===== config.mk =====
export PLATFORM = sky130hd
export DESIGN_NAME = ps2_mouse_init_ctrl_flat
export DESIGN_NICKNAME = d
export VERILOG_FILES = /design/src/rtl/ps2_mouse_init_ctrl_if.sv /design/src/rtl/ps2_mouse_init_ctrl.sv /design/src/flat_wrapper.sv
export SDC_FILE = /design/constraint.sdc
export NUM_CORES = 1
export LEC_CHECK = 0
export BUFFER_PORTS_ARGS = -buffer_cell sky130_fd_sc_hd__buf_2
export CAP_MARGIN = 30
export CORE_MARGIN = 5
export CORE_UTILIZATION = 54
export DETAILED_ROUTE_END_ITERATION = 8
export PLACE_DENSITY = 0.87
export RECOVER_POWER = 50
export SLEW_MARGIN = 20
export SYNTH_ARGS = -nofsm -noshare
export SYNTH_HDL_FRONTEND = slang
export SYNTH_SLANG_ARGS = --single-unit

===== constraint.sdc =====
create_clock -name clk -period 6.5 [get_ports clk]
set_clock_uncertainty 0.2 [all_clocks]
set_input_delay 1.3 -clock clk [delete_from_list [all_inputs] [get_ports clk]]
set_output_delay 1.3 -clock clk [all_outputs]
set_load 0.05 [all_outputs]

===== src/rtl/ps2_mouse_init_ctrl_if.sv =====
// Transceiver and parser side signals of the PS/2 mouse init controller.
// master = controller, slave = transceiver/parser/device side.
interface ps2_mouse_init_ctrl_if;
  logic [7:0] cmd_byte;
  logic       cmd_send;
  logic       cmd_sent;
  logic       cmd_error;
  logic [7:0] rx_byte;
  logic       rx_byte_en;
  logic [7:0] stream_byte;
  logic       stream_byte_en;

  modport master (
    output cmd_byte, cmd_send, stream_byte, stream_byte_en,
    input  cmd_sent, cmd_error, rx_byte, rx_byte_en
  );

  modport slave (
    input  cmd_byte, cmd_send, stream_byte, stream_byte_en,
    output cmd_sent, cmd_error, rx_byte, rx_byte_en
  );
endinterface


===== src/rtl/ps2_mouse_init_ctrl.sv =====
// PS/2 mouse init sequencer (FF, [F3, rate], F4) with response checks, timeout and retry,
// then 1-cycle registered byte forwarding in stream mode. PS2_MOUSE_SET_RATE_EN adds the sample-rate step.
module ps2_mouse_init_ctrl #(
  parameter int         TIMEOUT_CYCLES = 25_000_000,
  parameter int         MAX_RETRIES    = 3,
  parameter logic [7:0] SAMPLE_RATE    = 8'd100
) (
  input  logic                        clk,
  input  logic                        rst,
  input  logic                        reinit,
  ps2_mouse_init_ctrl_if.master       bus,
  output logic                        ready,
  output logic                        fail,
  output logic [1:0]                  retry_cnt
);

  localparam int TW = (TIMEOUT_CYCLES > 1) ? $clog2(TIMEOUT_CYCLES) : 1;
  localparam logic [TW-1:0] TIMER_LAST = TW'(TIMEOUT_CYCLES - 1);

  typedef enum logic [3:0] {
    RESET_CMD,
    TX_WAIT,
    ACK_WAIT,
    BAT_WAIT,
    ID_WAIT,
    RATE_CMD,
    RATE_VAL_CMD,
    EN_CMD,
    STREAM,
    FAIL
  } state_t;

  // Remembers which command is outstanding so ACK_WAIT knows where 0xFA leads.
  typedef enum logic [1:0] {
    STEP_RESET,
    STEP_RATE,
    STEP_RATE_VAL,
    STEP_EN
  } step_t;

  state_t          state_q, state_d;
  step_t           step_q, step_d;
  logic [TW-1:0]   timer_q, timer_d;
  logic [7:0]      cmd_byte_q, cmd_byte_d;
  logic            cmd_send_q, cmd_send_d;
  logic [7:0]      stream_byte_q, stream_byte_d;
  logic            stream_byte_en_q, stream_byte_en_d;
  logic [1:0]      retry_q, retry_d;

  logic            waiting;
  logic            timeout;
  logic            retry_req;

  assign waiting = (state_q == TX_WAIT) || (state_q == ACK_WAIT) ||
                   (state_q == BAT_WAIT) || (state_q == ID_WAIT);
  assign timeout = waiting && (timer_q == TIMER_LAST);

  always_comb begin
    state_d          = state_q;
    step_d           = step_q;
    cmd_byte_d       = cmd_byte_q;
    cmd_send_d       = 1'b0;
    stream_byte_d    = stream_byte_q;
    stream_byte_en_d = 1'b0;
    retry_d          = retry_q;
    retry_req        = 1'b0;

    case (state_q)
      RESET_CMD: begin
        cmd_byte_d = 8'hFF;
        cmd_send_d = 1'b1;
        step_d     = STEP_RESET;
        state_d    = TX_WAIT;
      end
      RATE_CMD: begin
        cmd_byte_d = 8'hF3;
        cmd_send_d = 1'b1;
        step_d     = STEP_RATE;
        state_d    = TX_WAIT;
      end
      RATE_VAL_CMD: begin
        cmd_byte_d = SAMPLE_RATE;
        cmd_send_d = 1'b1;
        step_d     = STEP_RATE_VAL;
        state_d    = TX_WAIT;
      end
      EN_CMD: begin
        cmd_byte_d = 8'hF4;
        cmd_send_d = 1'b1;
        step_d     = STEP_EN;
        state_d    = TX_WAIT;
      end
      TX_WAIT: begin
        // Device bytes are ignored here; an error outranks a same-cycle sent.
        if (bus.cmd_error)     retry_req = 1'b1;
        else if (bus.cmd_sent) state_d   = ACK_WAIT;
        else if (timeout)      retry_req = 1'b1;
      end
      ACK_WAIT: begin
        if (bus.rx_byte_en) begin
          if (bus.rx_byte == 8'hFA) begin
            case (step_q)
              STEP_RESET:    state_d = BAT_WAIT;
              STEP_RATE:     state_d = RATE_VAL_CMD;
              STEP_RATE_VAL: state_d = EN_CMD;
              default:       state_d = STREAM;
            endcase
          end else begin
            retry_req = 1'b1;
          end
        end else if (timeout) begin
          retry_req = 1'b1;
        end
      end
      BAT_WAIT: begin
        if (bus.rx_byte_en) begin
          if (bus.rx_byte == 8'hAA) state_d   = ID_WAIT;
          else                      retry_req = 1'b1;
        end else if (timeout) begin
          retry_req = 1'b1;
        end
      end
      ID_WAIT: begin
        if (bus.rx_byte_en) begin
          if (bus.rx_byte == 8'h00) begin
`ifdef PS2_MOUSE_SET_RATE_EN
            state_d = RATE_CMD;
`else
            state_d = EN_CMD;
`endif
          end else begin
            retry_req = 1'b1;
          end
        end else if (timeout) begin
          retry_req = 1'b1;
        end
      end
      STREAM: begin
        if (bus.rx_byte_en) begin
          stream_byte_d    = bus.rx_byte;
          stream_byte_en_d = 1'b1;
        end
      end
      default: begin
        // FAIL: parked until reinit or rst.
        state_d = FAIL;
      end
    endcase

    if (retry_req) begin
      if (int'(retry_q) < MAX_RETRIES) begin
        retry_d = retry_q + 2'd1;
        state_d = RESET_CMD;
      end else begin
        state_d = FAIL;
      end
    end

    if (reinit) begin
      state_d          = RESET_CMD;
      retry_d          = 2'd0;
      cmd_send_d       = 1'b0;
      stream_byte_d    = stream_byte_q;
      stream_byte_en_d = 1'b0;
    end

    // Restart the per-state wait timer on every state change; terminal count always forces one.
    if (!waiting || (state_d != state_q)) timer_d = '0;
    else                                  timer_d = timer_q + TW'(1);
  end

  always_ff @(posedge clk) begin
    if (rst) begin
      state_q          <= RESET_CMD;
      step_q           <= STEP_RESET;
      timer_q          <= '0;
      cmd_byte_q       <= 8'h00;
      cmd_send_q       <= 1'b0;
      stream_byte_q    <= 8'h00;
      stream_byte_en_q <= 1'b0;
      retry_q          <= 2'd0;
    end else begin
      state_q          <= state_d;
      step_q           <= step_d;
      timer_q          <= timer_d;
      cmd_byte_q       <= cmd_byte_d;
      cmd_send_q       <= cmd_send_d;
      stream_byte_q    <= stream_byte_d;
      stream_byte_en_q <= stream_byte_en_d;
      retry_q          <= retry_d;
    end
  end

  assign bus.cmd_byte       = cmd_byte_q;
  assign bus.cmd_send       = cmd_send_q;
  assign bus.stream_byte    = stream_byte_q;
  assign bus.stream_byte_en = stream_byte_en_q;
  assign ready              = (state_q == STREAM);
  assign fail               = (state_q == FAIL);
  assign retry_cnt          = retry_q;

endmodule


===== src/flat_wrapper.sv =====
// flat-port wrapper written by rule: the top's interface ports become plain ports
module ps2_mouse_init_ctrl_flat 
#(
  parameter int         TIMEOUT_CYCLES = 25_000_000,
  parameter int         MAX_RETRIES    = 3,
  parameter logic [7:0] SAMPLE_RATE    = 8'd100
)
  (clk, rst, reinit, ready, fail, retry_cnt, bus_cmd_byte, bus_cmd_send, bus_stream_byte, bus_stream_byte_en, bus_cmd_sent, bus_cmd_error, bus_rx_byte, bus_rx_byte_en);
  ps2_mouse_init_ctrl_if bus_i ();
  input  logic clk;
  input  logic rst;
  input  logic reinit;
  output logic ready;
  output logic fail;
  output logic [1:0] retry_cnt;
  output wire logic [$bits(bus_i.cmd_byte)-1:0] bus_cmd_byte;
  output wire logic [$bits(bus_i.cmd_send)-1:0] bus_cmd_send;
  output wire logic [$bits(bus_i.stream_byte)-1:0] bus_stream_byte;
  output wire logic [$bits(bus_i.stream_byte_en)-1:0] bus_stream_byte_en;
  input wire logic [$bits(bus_i.cmd_sent)-1:0] bus_cmd_sent;
  input wire logic [$bits(bus_i.cmd_error)-1:0] bus_cmd_error;
  input wire logic [$bits(bus_i.rx_byte)-1:0] bus_rx_byte;
  input wire logic [$bits(bus_i.rx_byte_en)-1:0] bus_rx_byte_en;
  assign bus_cmd_byte = bus_i.cmd_byte;
  assign bus_cmd_send = bus_i.cmd_send;
  assign bus_stream_byte = bus_i.stream_byte;
  assign bus_stream_byte_en = bus_i.stream_byte_en;
  assign bus_i.cmd_sent = bus_cmd_sent;
  assign bus_i.cmd_error = bus_cmd_error;
  assign bus_i.rx_byte = bus_rx_byte;
  assign bus_i.rx_byte_en = bus_rx_byte_en;
  ps2_mouse_init_ctrl #(.TIMEOUT_CYCLES(TIMEOUT_CYCLES), .MAX_RETRIES(MAX_RETRIES), .SAMPLE_RATE(SAMPLE_RATE)) u_core (.clk(clk), .rst(rst), .reinit(reinit), .bus(bus_i), .ready(ready), .fail(fail), .retry_cnt(retry_cnt));
endmodule

* Yosys cells after proc, flatten, opt, wreduce, memory -nomap -nowiden
Index checks and enable logic that the tools add are counted.
** Operators by class
- Equal/unequal tests :: 15
- Order comparisons :: 1
- Muxes and demuxes :: 27
- Reductions and logical operators :: 16
- Bitwise operators :: 2
- $add $sub $neg :: 2
** Operator list (count)
- $mux W4 :: 11
- $pmux W8 S4 :: 1
- $add A25 B1 Y25 const B :: 1
- $eq A25 B25 Y1 const B :: 1
- $pmux W4 S6 :: 1
- $eq A4 B3 Y1 const B :: 4
- $eq A8 B8 Y1 const B :: 2
- $pmux W4 S3 :: 1
- $mux W1 :: 11
- $eq A4 B2 Y1 const B :: 2
- $eq A4 B4 Y1 const B :: 2
- $logic_not A8 Y1 :: 1
- $pmux W2 S4 :: 1
- $eq A4 B1 Y1 const B :: 1
- $logic_not A4 Y1 :: 1
- $logic_or A1 B1 Y1 :: 4
- $ne A4 B4 Y1 :: 1
- $pmux W1 S4 :: 1
- $reduce_bool A4 Y1 :: 1
- $reduce_or A2 Y1 :: 2
- $reduce_or A4 Y1 :: 1
- $reduce_and A3 Y1 :: 1
- $reduce_or A3 Y1 :: 1
- $add A2 B1 Y2 const B :: 1
- other kinds (8) :: 9
** Storage, ports and cells
- Word-level logic and storage cells :: 71
- Output and inout port bits :: 22
- Register bits :: 51
- Bits of input ports :: 14

* Depth between registers and ports, before layout
- Word-level depth :: 14
- Gate-level depth with buffers :: 9
- Mapped depth without buffers :: 8

* Worst setup path before layout
OpenSTA, ideal clock, no wires.
- Path type :: reg-to-output
- Start point :: register u_core.state_q[0]
- End point :: output port fail
- Data required time :: 5.000 ns
- Path buffers :: 2
- Setup slack :: 2.990 ns
- Arrival :: 2.010 ns
- Cell stages (with the launch flop) :: 5
- Path through :: dfxtp_1 buf_2 buf_1 inv_1 nor3_1
** On the way
- Word-level cells in the longest chain between the ends :: 1
** Ends and longest elaborated chain
- from (decl) :: RTL line ps2_mouse_init_ctrl.sv:41 : state_t state_q, state_d;
- from (signal assigned) :: RTL line ps2_mouse_init_ctrl.sv:183 : state_q <= state_d;
- $eq A4 B4 Y1 :: RTL line ps2_mouse_init_ctrl.sv:199 : assign fail = (state_q == FAIL);
- to (decl) :: RTL line flat_wrapper.sv:14 : output logic fail;
Every way passes these cells.

* Worst setup path in the final report
- Start point :: input port bus_rx_byte_en
- End point :: register u_core.timer_q[23]
** On the way
- Word-level cells in the longest chain between the ends :: 7
- Elaborated cells on any way between the ends :: 13
- Those cells by class :: 1 x eq/ne; 10 x mux; 2 x reduce/logical
** Ends and longest elaborated chain
- from (decl) :: RTL line flat_wrapper.sv:23 : input wire logic [$bits(bus_i.rx_byte_en)-1:0] bus_rx_byte_en;
- $mux W4 (tied with other cells) :: RTL line ps2_mouse_init_ctrl.sv:124 : if (bus.rx_byte_en) begin
- $pmux W4 S6 / $pmux W1 S4 (equally long branches) :: RTL line ps2_mouse_init_ctrl.sv:68 : case (state_q)
- $mux W4 (*) :: RTL line ps2_mouse_init_ctrl.sv:150 : if (retry_req) begin
- $mux W4 (*) :: RTL line ps2_mouse_init_ctrl.sv:159 : if (reinit) begin
- $ne A4 B4 Y1 (*) :: RTL line ps2_mouse_init_ctrl.sv:168 : if (!waiting || (state_d != state_q)) timer_d = '0;
- $logic_or A1 B1 Y1 (*) :: RTL line ps2_mouse_init_ctrl.sv:168
- $reduce_or A2 Y1 (no line) (*)
- to (signal assigned) :: RTL line ps2_mouse_init_ctrl.sv:185 : timer_q <= timer_d;
- to (decl) :: RTL line ps2_mouse_init_ctrl.sv:43 : logic [TW-1:0] timer_q, timer_d;
Mark *: on every way between the ends. The rest lies on a longest branch, timed or not.
A chain may end at the register's enable or synchronous reset.

==> summary.md <==
| Metric | Value |
|---|---|
| Initial antenna violation count | `0` |
| Slew Viols, Final | `0` |
| Post-synth EDFFs | `0` |
| DRC violations left | `0` |
| Initial Utilization | `0.554` |
| DP Area | `2720 um^2` |
| R2R Setup Slk | `3.18 ns` |
| Slowest CP cell | `mux2i_4` |
| Drt via density | `5.91` |
| Pre-CTS setup slack | `2.54 ns` |
| Finished Cell Area | `2820 um^2` |
| Hold WS | `0.279 ns` |
| Max Cap Viol | `0` |
| Worst hold path class | `reg2reg` |
| Setup slack after layout | `2.83 ns` |
| Die Span Y | `79.4 um` |
| Pwr dens | `211 nW/um^2` |
| Req. time, crit path | `6.44 ns` |
| Critical path fanouts, max | `25` |
| FP Rows | `25` |
| Root Driver | `clkbuf_8` |
| Finished Core Util | `0.601` |
| Syn Nets | `327` |
| Setup violations, final | `0` |
| Final hold vios | `0` |
| Syn Inst Count | `308` |
| Leakage power | `0.997 nW` |
| CP arrival | `3.61 ns` |
| Highest Clock Rate | `273 MHz` |
| Width of the chip | `79.4 um` |
| Global route total overflow | `0` |
| Layout cells sized above 1 | `0.0879` |
| Synth top area cells | `dfxtp_1 (37%), nor3_1 (7.3%), nor2_1 (5.1%)` |
| WL/cell | `14.5 um` |
| Worst vdd ir | `0.144 mV` |
| Later-pin clock latency in the skew report | `0.30 ns` |
| CTS H-tree lvls | `2` |
| Synth Cell Area | `2600 um^2` |
| GP Congestion | `0.860` |
| Via count | `2268` |
| Max-Slew Margin vs Limit | `0.363` |
| Synth-to-Final Area Change | `8.62%` |
| DRT Pass-1 Iters | `4` |
| Placed Cells incl. Taps | `376` |
| Post-synth top area cell | `dfxtp_1` |
| Startpoint Class | `input pin` |
| Hold_sp | `u_core.bus.cmd_byte[3]` |
| Post-cts resize count | `0` |
| Nets | `348` |
| Crit path buffers/inverters | `1` |
| TritonCTS clock tree | `built` |
| FFs w/ async S/R, synth | `0` |
| Buffers on Ports | `35` |
| Cells on worst reg2reg path | `6` |
| Non-Filler Instances | `384` |
| Post-CTS setup buffer count | `0` |
| Crit end category | `flop` |
| Hpwl dp | `4.02 mm` |
| Core ar. | `4690 um^2` |
| Leading cell type by number of instances after synthesis | `dfxtp_1` |
| CP Class | `in2reg` |
| FF+latch count, synth | `48` |
| Hold Path Cell Cnt | `2` |
| Period utilisation layout | `0.564` |
| First-pass GRT wire length | `9.44 mm` |
| Library cells used by synthesis | `48` |
| Crit path time final | `3.67 ns` |
| Post-synth top flop | `dfxtp_1` |
| Largest net degree at the start of global routing | `26` |
| Total power draw | `0.595 mW` |
| Outcome | `finished, final reports clean` |
| Setup_tns | `0 ns` |
| Number of global-route vias before repair | `2189` |
| Worst Hold End | `u_core.bus.cmd_byte[3]` |
| Sequential fraction of the synthesis area | `0.370` |
| Ys Warns | `0` |
| CTS clk-pin slew, worst paths | `0.09 ns` |
| Crit path max-delay family | `compound AO/OA/AOI/OAI gates` |
| Worst R2R End | `u_core.timer_q[23]` |
| Initial drt markers | `168` |
| Clk buf depth | `2` |
| Max incr delay on CP | `0.72 ns` |
| # diodes | `0` |
| Area of the die | `6300 um^2` |
| Worst r2r src | `u_core.state_q[1]` |
| Synth top cells by count | `dfxtp_1 (48), nor3_1 (38), nor2_1 (35), nand2_1 (18), xnor2_1 (14)` |
| Hold Buf Count CTS | `0` |
| Clock sinks | `48` |
| Detailed Route WL | `5.57 mm` |
| Routed Antenna Nets | `0` |
| RSZ-0062 raised after global routing | `no` |
| Avg Inst Size Synth | `8.43 um^2` |
| All-layer global routing usage | `0.184` |
| Worst Max-Slew Pin Slew | `0.955 ns` |
| Io pins | `36` |
| CTS buffer count | `5` |
| CP Cell Sequence | `buf_2 -> nor3b_1 -> a31oi_1 -> a211oi_1 -> o22a_1 -> mux2i_4 -> nor3_1` |
| Post-synth top area share | `0.370` |
sequential cells by signal (all words and copies together), names as in the netlist:
register	flops
u_core.state_q	4
u_core.bus.cmd_byte	5
u_core.timer_q	25
u_core.step_q	2
u_core.bus.cmd_send	1
u_core.retry_cnt	2
u_core.bus.stream_byte_en	1
u_core.bus.stream_byte	8
worst register-to-register path: stages, from the launching register on:
cell,delay (ns)
dfxtp_1,0.76
or4bb_1,0.59
a31oi_1,0.33
a211oi_1,0.11
o22a_1,0.39
mux2i_4,0.66
nor3_1,0.13
layout by cell type (no fill, tap or decap), types with 4 or more instances in the layout:
cell,Yosys,routed
and4_1,5,5
xnor2_1,14,14
buf_2,5,14
clkbuf_1,8,21
a211oi_1,6,6
nor2_1,35,35
a31oi_1,6,6
nor4_1,5,5
inv_1,8,8
mux2i_1,8,8
and3_1,5,5
o21ai_0,10,10
nor3b_1,4,4
nand4_1,6,6
clkbuf_8,0,7
nor3_1,38,38
xor2_1,11,11
dfxtp_1,48,48
a21oi_1,8,8
nand2_1,18,18
ha_1,5,5
nand3_1,10,10
cells by family after synthesis:
kind of cell             share of synthesized area
flip-flops                                   0.370
AND/OR/NAND/NOR                              0.304
XOR/XNOR                                    0.0843
AO/OA/AOI/OAI                                0.121
multiplexers                                0.0395
adder cells (fa/ha/maj)                     0.0241
buffers and inverters                       0.0573
worst max path at each step:
stage	from	end	slack, ns	cells after the start
after floorplan	u_core.state_q[0]	fail	2.99	4
after global placement	bus_rx_byte[7]	u_core.timer_q[12]	2.58	7
after detailed placement	bus_rx_byte[7]	u_core.timer_q[23]	2.54	7
after CTS	bus_rx_byte[7]	u_core.timer_q[23]	2.86	7
after global routing	bus_rx_byte_en	u_core.timer_q[18]	2.65	7
final	bus_rx_byte_en	u_core.timer_q[23]	2.83	7
where the power goes:
| group | total [mW] | switching [mW] | internal (mW) |
|---|---|---|---|
| registers | 0.305 | 0.00653 | 0.298 |
| logic | 0.0597 | 0.0435 | 0.0162 |
| clock network | 0.231 | 0.0950 | 0.136 |
| total | 0.595 | 0.145 | 0.450 |
area by class of cell:
cell class,instances,area (um^2)
Multi-Input combinational cell,231,1490
Sequential cell,48,961
Fill cell,418,1870
Clock inverter,1,30.0
Tap cell,54,67.6
Inverter,8,30.0
Clock buffer,7,96.3
Timing Repair Buffer,35,149
metal layers:
| layer | global-route usage | vias up | wire, um |
|---|---|---|---|
| li1 | - | 1147 | - |
| met1 | 0.216 | 1059 | 2500 |
| met2 | 0.322 | 52 | 2730 |
| met3 | 0.0465 | 10 | 267 |
| met4 | 0.0687 | 0 | 77 |
| met5 | 0 | - | 0 |
(Power assumes the default switching activity.)
